## config.mk

```make
export PLATFORM = sky130hd
export DESIGN_NAME = ahblite_decoder_mux
export DESIGN_NICKNAME = d
export VERILOG_FILES = /design/src/rtl/ahb_pkg.sv /design/src/rtl/ahblite_default_slave.sv /design/src/rtl/ahblite_decoder_mux.sv
export SDC_FILE = /design/constraint.sdc
export NUM_CORES = 1
export LEC_CHECK = 0
export ABC_AREA = 1
export CELL_PAD_IN_SITES_DETAIL_PLACEMENT = 2
export CELL_PAD_IN_SITES_GLOBAL_PLACEMENT = 2
export CORE_MARGIN = 2
export CORE_UTILIZATION = 10
export DETAILED_ROUTE_END_ITERATION = 6
export PLACE_DENSITY_LB_ADDON = 0.05
export SLEW_MARGIN = 10
export SYNTH_ARGS = -nofsm -noshare
export SYNTH_HDL_FRONTEND = slang
export SYNTH_HIERARCHICAL = 1
export SYNTH_SLANG_ARGS = --single-unit
export TNS_END_PERCENT = 10
```

## constraint.sdc

```tcl
create_clock -name HCLK -period 1.6 [get_ports HCLK]
set_clock_uncertainty 0.05 [all_clocks]
set_input_delay 0.48 -clock HCLK [delete_from_list [all_inputs] [get_ports HCLK]]
set_output_delay 0.48 -clock HCLK [all_outputs]
set_load 0.02 [all_outputs]
```

## src/rtl/ahb_pkg.sv

```systemverilog
// Shared AHB-Lite encodings and the default-slave state type used by the
// Cortex-M0 system-bus decoder and its default slave.
package ahb_pkg;

  // HTRANS transfer types; bit 1 set means an active (NONSEQ/SEQ) transfer
  localparam logic [1:0] HTRANS_IDLE   = 2'b00;
  localparam logic [1:0] HTRANS_BUSY   = 2'b01;
  localparam logic [1:0] HTRANS_NONSEQ = 2'b10;
  localparam logic [1:0] HTRANS_SEQ    = 2'b11;

  // HRESP response encodings
  localparam logic HRESP_OKAY  = 1'b0;
  localparam logic HRESP_ERROR = 1'b1;

  // Default-slave states: ERR1 is the stalled first error cycle, ERR2 the
  // completing second cycle of the two-cycle AHB ERROR response
  typedef enum logic [1:0] {
    DS_IDLE = 2'b00,
    DS_ERR1 = 2'b01,
    DS_ERR2 = 2'b10
  } ds_state_t;

endpackage

```

## src/rtl/ahblite_default_slave.sv

```systemverilog
// Default slave for the AHB-Lite decoder: answers active transfers that hit no
// enabled window with a two-cycle ERROR response.
// Optional macro DECODER_ERR_CAPTURE_EN adds a sticky capture of the address
// of the first such error (err_valid/err_addr, cleared by err_clr).
module ahblite_default_slave
  import ahb_pkg::*;
(
  input  logic        clk,
  input  logic        rst_n,
  input  logic        def_sel,
  input  logic        hready,
`ifdef DECODER_ERR_CAPTURE_EN
  input  logic [31:0] haddr,
  input  logic        err_clr,
  output logic        err_valid,
  output logic [31:0] err_addr,
`endif
  output logic        ready,
  output logic        resp
);

  ds_state_t state;
  ds_state_t state_next;

  // State register; reset drops straight back to IDLE even mid-response
  always_ff @(posedge clk or negedge rst_n) begin
    if (!rst_n) state <= DS_IDLE;
    else        state <= state_next;
  end

  // Next-state and response outputs; ERR2 may chain into another ERR1 for a back-to-back error
  always_comb begin
    state_next = state;
    ready      = 1'b1;
    resp       = HRESP_OKAY;
    unique case (state)
      DS_IDLE: begin
        if (def_sel && hready) state_next = DS_ERR1;
      end
      DS_ERR1: begin
        ready      = 1'b0;
        resp       = HRESP_ERROR;
        state_next = DS_ERR2;
      end
      DS_ERR2: begin
        resp       = HRESP_ERROR;
        state_next = (def_sel && hready) ? DS_ERR1 : DS_IDLE;
      end
      default: state_next = DS_IDLE;
    endcase
  end

`ifdef DECODER_ERR_CAPTURE_EN
  logic capture;

  // A clear in the same cycle as a fresh error lets the new error be captured
  assign capture = (state == DS_IDLE) && def_sel && hready && (!err_valid || err_clr);

  // Sticky first-error capture; only the IDLE->ERR1 entry records an address
  always_ff @(posedge clk or negedge rst_n) begin
    if (!rst_n) begin
      err_valid <= 1'b0;
      err_addr  <= '0;
    end else if (capture) begin
      err_valid <= 1'b1;
      err_addr  <= haddr;
    end else if (err_clr) begin
      err_valid <= 1'b0;
    end
  end
`endif

endmodule

```

## src/rtl/ahblite_decoder_mux.sv

```systemverilog
// AHB-Lite address decoder and slave-response multiplexer for the Cortex-M0
// system bus. Decodes HADDR[31:16] against per-port base/mask windows, keeps
// the data-phase selection, and muxes slave responses back to the master.
// Optional macro DECODER_ERR_CAPTURE_EN exposes the default slave's error
// address capture (err_clr, err_valid, err_addr).
module ahblite_decoder_mux
  import ahb_pkg::*;
#(
  parameter int                        NUM_PORTS = 3,
  parameter logic [NUM_PORTS-1:0]      PORT_EN   = 3'b111,
  parameter logic [16*NUM_PORTS-1:0]   PORT_BASE = {16'h4000, 16'h2000, 16'h0000},
  parameter logic [16*NUM_PORTS-1:0]   PORT_MASK = {16'hFFFF, 16'hFFFF, 16'hFFFF}
)
(
  input  logic                      HCLK,
  input  logic                      HRESETn,
  input  logic [31:0]               HADDR,
  input  logic [1:0]                HTRANS,
  output logic [NUM_PORTS-1:0]      HSEL_P,
  input  logic [NUM_PORTS*32-1:0]   HRDATA_P,
  input  logic [NUM_PORTS-1:0]      HREADYOUT_P,
  input  logic [NUM_PORTS-1:0]      HRESP_P,
`ifdef DECODER_ERR_CAPTURE_EN
  input  logic                      err_clr,
  output logic                      err_valid,
  output logic [31:0]               err_addr,
`endif
  output logic [31:0]               HRDATA,
  output logic                      HREADY,
  output logic                      HRESP
);

  logic [NUM_PORTS-1:0] hsel;
  logic                 found;
  logic                 def_sel;
  logic [NUM_PORTS:0]   sel_q;
  logic                 ds_ready;
  logic                 ds_resp;
  logic                 unused_bits;

  // Low address bits and HTRANS[0] play no part in decoding
  assign unused_bits = ^{HTRANS[0], HADDR[15:0]};

  // Window decode on HADDR only; the first (lowest-index) enabled hit wins so HSEL_P stays one-hot
  always_comb begin
    hsel  = '0;
    found = 1'b0;
    for (int i = 0; i < NUM_PORTS; i++) begin
      if (!found && PORT_EN[i] &&
          ((HADDR[31:16] & PORT_MASK[i*16 +: 16]) ==
           (PORT_BASE[i*16 +: 16] & PORT_MASK[i*16 +: 16]))) begin
        hsel[i] = 1'b1;
        found   = 1'b1;
      end
    end
  end

  assign HSEL_P  = hsel;
  assign def_sel = !found && HTRANS[1];

  // Data-phase selection advances only when the bus is ready; held through wait states
  always_ff @(posedge HCLK or negedge HRESETn) begin
    if (!HRESETn)    sel_q <= '0;
    else if (HREADY) sel_q <= {def_sel, hsel};
  end

  ahblite_default_slave u_default_slave (
    .clk       (HCLK),
    .rst_n     (HRESETn),
    .def_sel   (def_sel),
    .hready    (HREADY),
`ifdef DECODER_ERR_CAPTURE_EN
    .haddr     (HADDR),
    .err_clr   (err_clr),
    .err_valid (err_valid),
    .err_addr  (err_addr),
`endif
    .ready     (ds_ready),
    .resp      (ds_resp)
  );

  // Response mux; with nothing selected the bus idles ready with OKAY and zero data
  always_comb begin
    HRDATA = '0;
    HREADY = 1'b1;
    HRESP  = HRESP_OKAY;
    for (int i = 0; i < NUM_PORTS; i++) begin
      if (sel_q[i]) begin
        HRDATA = HRDATA_P[i*32 +: 32];
        HREADY = HREADYOUT_P[i];
        HRESP  = HRESP_P[i];
      end
    end
    if (sel_q[NUM_PORTS]) begin
      HREADY = ds_ready;
      HRESP  = ds_resp;
    end
  end

endmodule

```

==> tab_implementation.tex <==
\begin{tabular}{lr}
\hline
Metric & Value \\
\hline
\multicolumn{2}{l}{\textbf{Floorplanning}} \\
\quad Standard cell core area & 0.0113 mm² \\
\quad Die width & 111 µm \\
\quad Total die area & 0.0123 mm² \\
\quad Vertical extent of the die & 111 µm \\
\quad Number of rows in the core area & 39 \\
\quad Number of top-level pins & 175 \\
\quad Initial core utilization & 10.1\% \\
\multicolumn{2}{l}{\textbf{Status}} \\
\quad Violations in the final reports & negative setup slack \\
\quad Result of the run & finished with violations \\
\multicolumn{2}{l}{\textbf{Synth}} \\
\quad Synth Cell Area & 0.00114 mm² \\
\quad Portion of synthesized cell area occupied by the leading cell type & 21.1\% \\
\quad Cell types occupying the most area after synthesis & sky130\_fd\_sc\_hd\_\_a22oi\_1, sky130\_fd\_sc\_hd\_\_nand2\_1, sky130\_fd\_sc\_hd\_\_o21ai\_1, sky130\_fd\_sc\_hd\_\_dfrtp\_1, sky130\_fd\_sc\_hd\_\_nor2\_1 \\
\quad Yosys synthesis warning count & 6 \\
\quad Count of cell types in the netlist & 21 \\
\quad Cell type with the largest total area after synthesis & sky130\_fd\_sc\_hd\_\_a22oi\_1 \\
\quad Mean area per synthesized cell & 5.88 µm² \\
\quad Register bit count reported by yosys & 6 \\
\quad Portion of the post-synthesis area used by sequential elements & 13.2\% \\
\quad Synthesized instance count & 194 \\
\quad Synthesized netlist net count & 337 \\
\multicolumn{2}{l}{\textbf{Timing}} \\
\quad Final setup viols & 38 \\
\quad Min setup slack post-route & -0.325 ns \\
\quad Fin crit share & 120\% \\
\quad Final sum of negative setup slack & -10.35 ns \\
\quad Tightest hold margin & 0.469 ns \\
\quad RSZ-0062 raised after global routing & true \\
\quad Highest clock frequency the design can meet & 519 MHz \\
\quad Post-route minimum period & 1.93 ns \\
\quad Number of endpoints with negative hold slack in the final report & 0 \\
\quad Worst Max-Slew Pin Slew & 0.327 ns \\
\quad Headroom to the max-slew limit & 78.1\% \\
\quad Slew Limit Fails & 0 \\
\multicolumn{2}{l}{\textbf{Setup path}} \\
\quad Critical Path End Type & primary output \\
\quad Reg2reg setup slack & -0.01 ns \\
\quad Critical path data required time & 1.07 ns \\
\quad Crit-path max FO & 12 \\
\quad Nature of the critical path startpoint & flip-flop \\
\quad Worst Path Class, Setup & flip-flop to primary output \\
\quad Critical path data arrival time & 1.40 ns \\
\multicolumn{2}{l}{\textbf{Clock tree}} \\
\quad Worst-path clk slew & 0.04 ns \\
\quad Count of H-tree levels built during CTS & 1 \\
\quad Inserted Clock Buffers & 3 \\
\quad CTS sink count & 6 \\
\quad Root buffer cell & sky130\_fd\_sc\_hd\_\_clkbuf\_16 \\
\quad CTS tree & built \\
\quad Number of buffers inserted for hold repair after clock tree synthesis & 0 \\
\quad Clock network latency to the later pin of the worst-skew pair & 0.23 ns \\
\quad Number of buffers on the longest clock path & 2 \\
\multicolumn{2}{l}{\textbf{Pwr}} \\
\quad Worst vdd ir & 0.722 mV \\
\quad Fraction of power consumed by sequential logic & 14.6\% \\
\quad Switching Fraction & 32.2\% \\
\quad Cell internal power dissipation & 1.02 mW \\
\quad Cell area power density & 438 mW/mm² \\
\quad Power dissipated by switching net loads & 0.483 mW \\
\quad Clock power share & 27.7\% \\
\quad P\_leak & 1.40 nW \\
\quad Combinational power share & 57.7\% \\
\multicolumn{2}{l}{\textbf{Drt}} \\
\quad Vias per Instance & 4.08 \\
\quad Total detailed-routing wirelength & 7890 µm \\
\quad Detail-routed net length per standard cell & 15.2 µm \\
\quad Antenna Violating Nets Remaining & 0 \\
\quad Residual DRC count & 0 \\
\quad Via count & 2112 \\
\quad DR pass1 iterations & 4 \\
\quad Starting DRC count in detailed routing & 38 \\
\multicolumn{2}{l}{\textbf{Placement}} \\
\quad Final HPWL from detailed placement & 6210 µm \\
\quad Count of buffers inserted at the top-level ports & 157 \\
\quad Routability congestion estimate & 0.699 \\
\quad Placed Cells incl. Taps & 503 \\
\multicolumn{2}{l}{\textbf{Layout}} \\
\quad Area taken by flip-flops and latches & 151 µm² \\
\quad Final net count & 519 \\
\quad Number of diodes & 0 \\
\quad Layout area overhead & 200\% \\
\quad Leading cell type in the layout, fill and taps excluded & sky130\_fd\_sc\_hd\_\_clkdlybuf4s50\_1 \\
\quad Highest-count cells in the layout ignoring fill and taps & sky130\_fd\_sc\_hd\_\_clkdlybuf4s50\_1, sky130\_fd\_sc\_hd\_\_nand2\_1, sky130\_fd\_sc\_hd\_\_buf\_4, sky130\_fd\_sc\_hd\_\_o21ai\_2, sky130\_fd\_sc\_hd\_\_buf\_6 \\
\quad Non-filler instance count after layout & 518 \\
\quad Fraction of layout instances using a drive strength above 1 & 45.3\% \\
\quad Area used by multi-input combinational logic & 0.00113 mm² \\
\quad Total of fill cells in the finished design & 1328 \\
\multicolumn{2}{l}{\textbf{Global routing}} \\
\quad Overall fraction of global-route tracks in use & 12.4\% \\
\quad Global-route wire length before repair & 12500 µm \\
\quad Congestion Overflow GR & 0 \\
\quad Vias in the first global route & 2308 \\
\quad Number of antenna violations at the first check in global routing & 0 \\
\quad Maximum number of pins on one net before global-route repair & 33 \\
\multicolumn{2}{l}{\textbf{Worst hold path}} \\
\quad Class of the most critical hold timing path & primary input to async pin \\
\multicolumn{2}{l}{\textbf{Run}} \\
\quad Total of max-cap violations & 0 \\
\hline
\end{tabular}
==> layout make-up <==
class | count | share of cell area (%)
inverter | 12 | 1.39
timing repair buffer | 191 | 53.7
sequential | 6 | 4.42
multi-input combinational | 162 | 33.0
tap | 143 | 5.22
clock buffer | 4 | 2.30
==> critical path: stages, from the launching register on <==
cell and delay, ns:
sky130_fd_sc_hd__dfrtp_1 0.41, sky130_fd_sc_hd__buf_4 0.19, sky130_fd_sc_hd__buf_12 0.16, sky130_fd_sc_hd__a22oi_1 0.17, sky130_fd_sc_hd__o21ai_1 0.08, sky130_fd_sc_hd__buf_4 0.16
==> cell families after synthesis <==
kind of cell             Yosys count  share of synthesized area [%]
AO/OA/AOI/OAI                     70                           38.6
flip-flops                         6                           13.2
buffers and inverters             26                           11.6
adder cells (fa/ha/maj)            5                           5.48
AND/OR/NAND/NOR                   87                           31.1
==> power groups by stage <==
stage / registers [mW] / clock network [mW] / logic (mW)
floorplan: 0.220 / 0 / 0.281
global route: 0.226 / 0.441 / 0.957
global placement: 0.221 / 0 / 0.827
detailed placement: 0.220 / 0 / 0.842
finish: 0.219 / 0.416 / 0.866
CTS: 0.218 / 0.431 / 0.861
==> registers in the layout (all words and copies together), names as in the netlist <==
name and flops:
sel_q 4, u_default_slave/state 2
==> layer usage <==
metal	track usage [%]	wire length [µm]	part of all wire (%)
met1	15.6	3320	42
met5	0	0	0
met2	23.4	4210	53
met3	2.02	353	4.5
met4	0.750	0	0
==> final timing paths <==
kind	cells past startpoint	to	from
hold reg to reg	2	sel_q[3]	sel_q[3]
setup / recovery	5	HRDATA[31]	sel_q[1]
hold / removal	1	sel_q[1]	HRESETn
setup reg to reg	10	u_default_slave/state[1]	sel_q[1]
min in group HCLK	2	sel_q[3]	sel_q[3]
max in group asynchronous	1	sel_q[2]	HRESETn
==> through the flow <==
step	setup slack [ns]	cell area [µm²]	power (mW)	utilization [%]
floorplan	-0.0241	1260	0.501	-
global placement	-0.976	3160	1.05	28.0
detailed placement	-1.00	3160	1.06	28.0
CTS	-0.362	3340	1.51	29.7
global route	-0.405	3420	1.62	30.4
finish	-0.325	3420	1.50	30.4
==> synthesized netlist by cell type <==
| cell | number |
|---|---|
| sky130_fd_sc_hd__o21bai_1 | 1 |
| sky130_fd_sc_hd__nand2_1 | 60 |
| sky130_fd_sc_hd__buf_2 | 5 |
| sky130_fd_sc_hd__nor2_4 | 1 |
| sky130_fd_sc_hd__inv_4 | 1 |
| sky130_fd_sc_hd__dfrtp_1 | 6 |
| sky130_fd_sc_hd__buf_4 | 3 |
| sky130_fd_sc_hd__a22oi_1 | 32 |
| sky130_fd_sc_hd__nand2_4 | 1 |
| sky130_fd_sc_hd__inv_1 | 11 |
| sky130_fd_sc_hd__buf_6 | 2 |
| sky130_fd_sc_hd__nor2_1 | 17 |
| sky130_fd_sc_hd__ha_1 | 5 |
| sky130_fd_sc_hd__nand3_1 | 5 |
| sky130_fd_sc_hd__nand2_2 | 2 |
| sky130_fd_sc_hd__o21ai_2 | 2 |
| sky130_fd_sc_hd__clkbuf_1 | 4 |
| sky130_fd_sc_hd__o21ai_1 | 33 |
| sky130_fd_sc_hd__o21ai_0 | 1 |
| sky130_fd_sc_hd__a21oi_1 | 1 |
| sky130_fd_sc_hd__nor2_2 | 1 |
==> what timing repair did <==
item                       CTS  global route
resized for setup          288            22
setup endpoints to repair   40            40
hold endpoints to repair     0             0
setup buffers               10             0
gates cloned                 1             1
pin swaps                   29             5
No activity file was read; power rests on OpenSTA's default activity.
